$ cat config.mk
export PLATFORM = sky130hd
export DESIGN_NAME = pc_sequencer
export DESIGN_NICKNAME = d
export VERILOG_FILES = /design/src/rtl/pc_sequencer.sv
export SDC_FILE = /design/constraint.sdc
export NUM_CORES = 1
export LEC_CHECK = 0
export ABC_AREA = 1
export CORE_MARGIN = 2
export CORE_UTILIZATION = 50
export CTS_CLUSTER_SIZE = 12
export DETAILED_ROUTE_END_ITERATION = 8
export DONT_BUFFER_PORTS = 1
export SLEW_MARGIN = 20
export SYNTH_ARGS = -nofsm -noshare
export SYNTH_HDL_FRONTEND = slang
export SYNTH_SLANG_ARGS = --single-unit
$ cat constraint.sdc
create_clock -name clk -period 3.2 [get_ports clk]
set_clock_uncertainty 0.1 [all_clocks]
set_input_delay 0.64 -clock clk [delete_from_list [all_inputs] [get_ports clk]]
set_output_delay 0.64 -clock clk [all_outputs]
set_load 0.005 [all_outputs]
$ cat src/rtl/pc_sequencer.sv
// pc_sequencer: owns the PC, computes the next PC from PCSrc and runs the
// instruction-fetch handshake to instruction memory.
// Each fetched instruction is presented for exactly one EXEC residency.
// Stall extends that residency; PCSrc is sampled on the cycle Stall is low.
// Optional feature macro: PC_SEQ_PERF_EN enables the RetireCnt/TakenCnt
// performance counters. When it is undefined, both outputs are tied to zero.
module pc_sequencer #(
  parameter logic [31:0] RESET_PC        = 32'h0000_0000,
  parameter bit          ERR_ON_MISALIGN = 1'b1
) (
  input  logic        clk,
  input  logic        rst,
  input  logic [1:0]  PCSrc,
  input  logic [15:0] Imm16,
  input  logic [25:0] Target26,
  input  logic [31:0] RsVal,
  input  logic        Stall,
  input  logic        ImemReady,
  input  logic [31:0] ImemData,
  output logic        ImemReq,
  output logic [31:0] ImemAddr,
  output logic [31:0] Instr,
  output logic        InstrValid,
  output logic [31:0] PC,
  output logic [31:0] PCPlus4,
  output logic        Err,
  output logic [31:0] RetireCnt,
  output logic [31:0] TakenCnt
);

  typedef enum logic [1:0] {
    ST_FETCH = 2'd0,
    ST_EXEC  = 2'd1,
    ST_TRAP  = 2'd2
  } state_t;

  state_t      r_state;
  state_t      w_state_next;
  logic [31:0] r_pc;
  logic [31:0] w_pc_next;
  logic [31:0] r_instr;
  logic        w_instr_load;
  logic        r_err;
  logic        w_err_next;

  logic [31:0] w_pc_plus4;
  logic [31:0] w_branch_tgt;
  logic [31:0] w_jump_tgt;
  logic [31:0] w_jr_tgt;
  logic [31:0] w_npc;
  logic        w_misalign;
  logic        w_trap;

  // Next-PC candidates; all arithmetic wraps modulo 2^32.
  assign w_pc_plus4   = r_pc + 32'd4;
  assign w_branch_tgt = w_pc_plus4 + {{14{Imm16[15]}}, Imm16, 2'b00};
  assign w_jump_tgt   = {w_pc_plus4[31:28], Target26, 2'b00};
  // Low bits are cleared: this is only used when the target is aligned
  // or when misaligned targets are silently realigned.
  assign w_jr_tgt     = {RsVal[31:2], 2'b00};
  assign w_misalign   = (PCSrc == 2'b11) && (RsVal[1:0] != 2'b00);
  assign w_trap       = w_misalign && ERR_ON_MISALIGN;

  // Next-PC select from PCSrc.
  always_comb begin
    w_npc = w_pc_plus4;
    case (PCSrc)
      2'b00:   w_npc = w_pc_plus4;
      2'b01:   w_npc = w_branch_tgt;
      2'b10:   w_npc = w_jump_tgt;
      default: w_npc = w_jr_tgt;
    endcase
  end

  // FSM next-state, PC update and trap decision.
  always_comb begin
    w_state_next = r_state;
    w_pc_next    = r_pc;
    w_err_next   = r_err;
    w_instr_load = 1'b0;
    case (r_state)
      ST_FETCH: begin
        if (ImemReady) begin
          w_instr_load = 1'b1;
          w_state_next = ST_EXEC;
        end
      end
      ST_EXEC: begin
        if (!Stall) begin
          if (w_trap) begin
            w_err_next   = 1'b1;
            w_state_next = ST_TRAP;
          end else begin
            w_pc_next    = w_npc;
            w_state_next = ST_FETCH;
          end
        end
      end
      ST_TRAP: begin
        w_state_next = ST_TRAP;
      end
      default: begin
        w_state_next = ST_FETCH;
      end
    endcase
  end

  // State, PC, instruction latch and sticky error registers.
  always_ff @(posedge clk) begin
    if (rst) begin
      r_state <= ST_FETCH;
      r_pc    <= RESET_PC;
      r_instr <= 32'h0;
      r_err   <= 1'b0;
    end else begin
      r_state <= w_state_next;
      r_pc    <= w_pc_next;
      r_err   <= w_err_next;
      if (w_instr_load) begin
        r_instr <= ImemData;
      end
    end
  end

`ifdef PC_SEQ_PERF_EN
  logic [31:0] r_retire_cnt;
  logic [31:0] r_taken_cnt;
  logic        w_retire;

  assign w_retire = (r_state == ST_EXEC) && !Stall && !w_trap;

  // Performance counters: retired instructions and non-sequential exits.
  always_ff @(posedge clk) begin
    if (rst) begin
      r_retire_cnt <= 32'h0;
      r_taken_cnt  <= 32'h0;
    end else if (w_retire) begin
      r_retire_cnt <= r_retire_cnt + 32'd1;
      if (PCSrc != 2'b00) begin
        r_taken_cnt <= r_taken_cnt + 32'd1;
      end
    end
  end

  assign RetireCnt = r_retire_cnt;
  assign TakenCnt  = r_taken_cnt;
`else
  assign RetireCnt = 32'h0;
  assign TakenCnt  = 32'h0;
`endif

  // Request is suppressed during the reset cycle itself so memory never
  // sees a fetch for a PC that is about to be overwritten.
  assign ImemReq    = (r_state == ST_FETCH) && !rst;
  assign ImemAddr   = r_pc;
  assign InstrValid = (r_state == ST_EXEC);
  assign Instr      = r_instr;
  assign PC         = r_pc;
  assign PCPlus4    = w_pc_plus4;
  assign Err        = r_err;

endmodule

Word level (Yosys, flattened, before mapping)
Index checks and enable logic that the tools add are counted.
{"block": "word_totals", "ff_bits": 67, "input_bits": 112, "output_inout_bits": 195, "wordCells": 31}
{"block": "op_classes", "n_eq_ne": 7, "reduce_logical": 9, "add_sub_neg": 2, "muxes": 7, "bitwise": 2}
{"cell": "$pmux 32 s3", "n": 1}
{"cell": "$add 32x3->32 const B", "n": 1}
{"cell": "$add 32x32->32", "n": 1}
{"cell": "$eq 2x2->1 const B", "n": 3}
{"cell": "$mux 2", "n": 3}
{"cell": "$pmux 2 s3", "n": 1}
{"cell": "$reduce_and 3->1", "n": 2}
{"cell": "$eq 2x1->1 const B", "n": 2}
{"cell": "$logic_not 2->1", "n": 2}
{"cell": "$ne 2x2->1 const B", "n": 2}
{"cell": "$logic_and 1x1->1", "n": 2}
{"cell": "$mux 1", "n": 2}
{"cell": "$not 1->1", "n": 2}
{"cell": "$reduce_and 2->1", "n": 1}
{"cell": "$reduce_bool 2->1", "n": 1}
{"cell": "$logic_not 1->1", "n": 1}

Depth between registers and ports, before layout
{"block": "logic_depth", "ltp_word": 5, "ltp_mapped": 22, "mapped_depth_nobuf": 22}

Worst setup path after synthesis
OpenSTA, ideal clock, no wires.
{"block": "synth_path", "kind": "flip-flop to flip-flop", "startpoint": "register r_pc[2] (netlist: ImemAddr[2])", "endpoint": "register r_pc[17] (netlist: ImemAddr[17])", "path_stages_with_launch": 20, "period_less_slack_ns": 2.872, "path_buffers": 0, "arrival_ns": 2.639, "t_required_ns": 2.966, "setup_time_ns": 0.134, "path_slack_ns": 0.328, "path_cell_list": "dfxtp_1 ha_1 nand2_2 nor2_4 nand2_2 nor2_4 nand3_2 xnor2_2 ha_1 nand2_1 inv_1 a21oi_1 nand2_1 inv_1 nand2_1 or2_2 nand3_1 nand2_1 nand2_1 a21oi_1"}
{"block": "synth_between", "elab_chain_len": 3}
{"item": "start, declared", "line_no": "39", "source": "logic [31:0] r_pc;"}
{"item": "start signal, assigned", "line_no": "117", "source": "r_pc <= w_pc_next;"}
{"item": "$add 32x3->32", "line_no": "55", "source": "assign w_pc_plus4 = r_pc + 32'd4;"}
{"item": "via PCPlus4[16]", "line_no": "25", "source": "output logic [31:0] PCPlus4,"}
{"item": "$add 32x32->32", "line_no": "56", "source": "assign w_branch_tgt = w_pc_plus4 + {{14{Imm16[15]}}, Imm16, 2'b00};"}
{"item": "$pmux 32 s3", "line_no": "67", "source": "case (PCSrc)"}
The timed path passes the listed nets, and every way through them passes these cells.
A chain may end at the register's enable or synchronous reset.

Worst setup path in the final report
{"block": "layout_path", "startpoint": "register r_pc[2] (netlist: ImemAddr[2])", "endpoint": "register r_pc[21] (netlist: ImemAddr[21])"}
{"block": "layout_between", "elab_chain_len": 3}
{"item": "$add 32x3->32 (*)", "line_no": "55"}
{"item": "$add 32x32->32", "line_no": "56"}
{"item": "$pmux 32 s3 (*)", "line_no": "67"}
Mark *: on every way between the ends. The rest lies on a longest branch, timed or not.

==> impl_metrics.py <==
metrics = {
    "grt": {
        "grt_pass1_vias": 6990,
        "antenna_found_initial": 0,
        "globalRouteOverflowTotal": 0,
        "globalRouteTotalUtil_pct": 33.40,
        "grt_pass1_wl_um": 37980,
        "grt_max_degree": 38,
    },
    "layout": {
        "layout_common_cells": "nand2_1, nor2_1, inv_1",
        "final_common_cell": "nand2_1",
        "multi_input_area_sq_um": 4923,
        "seqCellArea_sq_um": 1320,
        "drive_above_1_share_pct": 17.62,
        "fillCellCount": 1463,
        "syn_to_final_growth_pct": 12.70,
        "antenna_cells": 0,
        "nNetsFinal": 1420,
    },
    "floorplan": {
        "rows": 43,
        "core-area_sq_um": 13880,
        "die_w_um": 123.2,
        "die_y_um": 123.2,
        "dieArea_sq_um": 15180,
        "pin_count": 307,
        "start_util_pct": 51.17,
    },
    "power_and_ir_drop": {
        "power_density_nw_per_um2": 329.3,
        "leakage_nw": 4.069,
        "ir_drop_mv": 0.3269,
        "totalPowerFinal_mw": 2.636,
    },
    "hold_path": {
        "worstHoldPathCells": 1,
        "min_path_type": "input pin to register",
        "min_from": "rst",
        "whs_endpoint": "ImemAddr[15]$_SDFFE_PP0P_",
    },
    "setup_path": {
        "ff2ff_path_depth": 20,
        "cp.arrival_ns": 3.24,
        "crit_required_ns": 3.37,
        "crit_path_frequent_cell": "nand2_1",
        "worstSetupStartpointType": "register",
        "r2r_start": "ImemAddr[2]$_SDFFE_PP0P_",
        "cp_max_fo": 4,
        "crit_chain": "ha_1 -> nand2_2 -> nor2_4 -> buf_4 -> nand3_1 -> inv_1 -> nand2_1 -> nand2_1 -> inv_1 -> ha_4 -> nand2_2 -> nor2_2 -> inv_1 -> nor2_4 -> nand4_1 -> nand4_1 -> nand3_2 -> nand2_1 -> nand2_1 -> a21oi_1",
        "slowest_delay_ns": 0.33,
        "worst_setup_path_end_kind": "register",
        "r2r_slack_ns": 0.13,
        "slowest_stage": "dfxtp_1",
        "critPathKind": "register to register",
        "timing.rr.end": "ImemAddr[21]$_SDFFE_PP0P_",
    },
    "yosys": {
        "ys_types": 42,
        "yosysWarningCount": 0,
        "syn_inst": 1239,
        "synth-seq-area-share_pct": 18.32,
        "synth_edf_count": 0,
        "syn_area_sq_um": 7103,
        "ys_async_sr_fraction_pct": 0,
        "synth.avg_cell_area_sq_um": 5.733,
        "postSynth.topFlopCell": "dfxtp_1",
        "ys_ff_latch": 65,
    },
    "sta": {
        "timing.hold.ws_ns": 0.2669,
        "finalHoldViolations": 0,
        "finalSetupViolCount": 0,
        "worst_slew_pin_slew_ns": 0.9675,
        "slew_headroom_pct": 35.43,
        "fin_tns_setup_ns": 0,
        "max_freq_ghz": 0.3255,
        "final.period_utilization_pct": 96.02,
        "final_max_slew_viol_count": 0,
        "rsz0062_at_grt": "true",
        "period_needed_ns": 3.073,
    },
    "placement": {
        "place_congestion": 0.9797,
        "io_buffers": 0,
        "dp_hpwl_um": 21070,
    },
    "detailed_routing": {
        "wirelength_um": 26280,
        "dr.pass1.iters": 7,
        "num_vias": 7805,
        "remaining_drc_errors": 0,
        "via_per_inst": 5.357,
        "drtIter0Drc": 771,
        "ant_nets": 0,
        "post_drt_wl_per_cell_um": 18.04,
    },
    "cts": {
        "cts_tree": "done",
        "clock_sinks": 65,
        "cts-buffers-inserted": 9,
        "root_buffer": "clkbuf_16",
        "clk_path_buf_depth": 2,
        "clkTransAtPathRegs_ns": 0.07,
        "worstSkewPairLatency_ns": 0.34,
        "cts_hold_buf": 0,
        "h-tree-depth": 3,
    },
    "run_status": {
        "status": "finished, final reports clean",
    },
    "flow_run": {
        "cap_violations": 0,
    },
}
==> flip-flops by register name, summed over array words and instances (netlist names) <==
register  count
Instr        32
ImemAddr     30
r_state       2
Err           1
==> routing by layer <==
layer | vias up | share of wire (%) | GRT usage (%)
met5 | - | 0 | 0
met2 | 462 | 46 | 55.73
met4 | 0 | 3.5 | 11.72
li1 | 3790 | - | -
met3 | 59 | 10 | 7.795
met1 | 3494 | 40 | 42.08
==> critical path, delay by kind of cell (launching register included) <==
family                     cells  cell delay [ns]
and+or+nand+nor               13             1.48
AOI/OAI and AO/OA              1             0.13
buffers and inverters          4             0.44
adders and majority gates      2             0.50
DFF                            1             0.33
==> cell families (layout without fill, tap and decap cells) <==
family | after synthesis | in the layout | synth area share (%)
simple gates | 691 | 691 | 41.62
buf+inv | 292 | 261 | 21.00
compound gates | 142 | 142 | 10.87
flops | 65 | 65 | 18.32
fa+ha+maj | 36 | 36 | 6.447
xor+xnor | 12 | 12 | 1.691
other cells | 1 | 70 | 0.05279
==> synth_stat cells, types with 2 or more instances <==
cell type    n  share of area [%]
nand2_1    364                 19
nor2_1     175                9.2
inv_1      159                8.4
buf_4      100                 11
nand3_1     72                5.1
dfxtp_1     65                 18
o21ai_0     63                4.4
a21oi_1     54                3.8
ha_1        35                6.2
nand4_1     21                1.8
clkbuf_1    18               0.95
or2_2       11               0.97
buf_2       10               0.70
nand2_2      9               0.79
nor3_2       8                1.1
xor2_1       8               0.99
nor3_1       7               0.49
nor2_2       6               0.53
o21bai_1     6               0.63
nand3b_1     5               0.53
o21ai_1      5               0.35
and2_1       4               0.35
inv_2        4               0.21
nand3_2      4               0.56
a21oi_2      3               0.37
nor2_4       3               0.48
o2111ai_1    2               0.25
o211ai_1     2               0.21
o221ai_1     2               0.25
xnor2_1      2               0.25
==> report_power, final <==
group	total (mW)	switching, mW	internal (mW)
Combinational	0.655	0.429	0.226
Sequential	0.925	0.0562	0.869
Clock	1.06	0.437	0.619
Total	2.64	0.922	1.71
==> repair_timing <==
action	CTS	global route
setup buffers	1	7
endpoints found under the setup margin	6	22
cloned	0	0
gates resized for setup	16	79
pin swaps	2	12
==> stage by stage <==
stage	setup WS (ns)	std cells	instance area [sq um]	util, %
after floorplan	0.3275	1308	7362	-
after detailed placement	-0.2418	1433	7263	52.33
after CTS	0.01588	1450	7631	54.98
after global placement	-0.2697	1433	7263	52.33
final	0.1273	1457	8005	57.67
after global routing	-0.04247	1457	8005	57.67
==> layout make-up <==
class	instances	share of cell area, %
clock buffers	9	2.813
clock inverters	7	1.047
flip-flops and latches	65	16.49
multi-input cells	951	61.50
repair buffers	82	7.690
well taps	180	2.813
inverters	163	7.643
==> worst max-delay path by stage <==
stage                                         start                   endpoint  slack [ns]  cells past startpoint
after floorplan            ImemAddr[2]$_SDFFE_PP0P_  ImemAddr[17]$_SDFFE_PP0P_        0.33                     19
after global placement     ImemAddr[9]$_SDFFE_PP0P_  ImemAddr[21]$_SDFFE_PP0P_       -0.27                     16
after detailed placement   ImemAddr[6]$_SDFFE_PP0P_  ImemAddr[21]$_SDFFE_PP0P_       -0.24                     17
after CTS                  ImemAddr[2]$_SDFFE_PP0P_  ImemAddr[21]$_SDFFE_PP0P_        0.02                     18
after global routing      ImemAddr[14]$_SDFFE_PP0P_  ImemAddr[21]$_SDFFE_PP0P_       -0.04                     17
final                      ImemAddr[2]$_SDFFE_PP0P_  ImemAddr[21]$_SDFFE_PP0P_        0.13                     20
No activity file was read; power rests on OpenSTA's default activity.
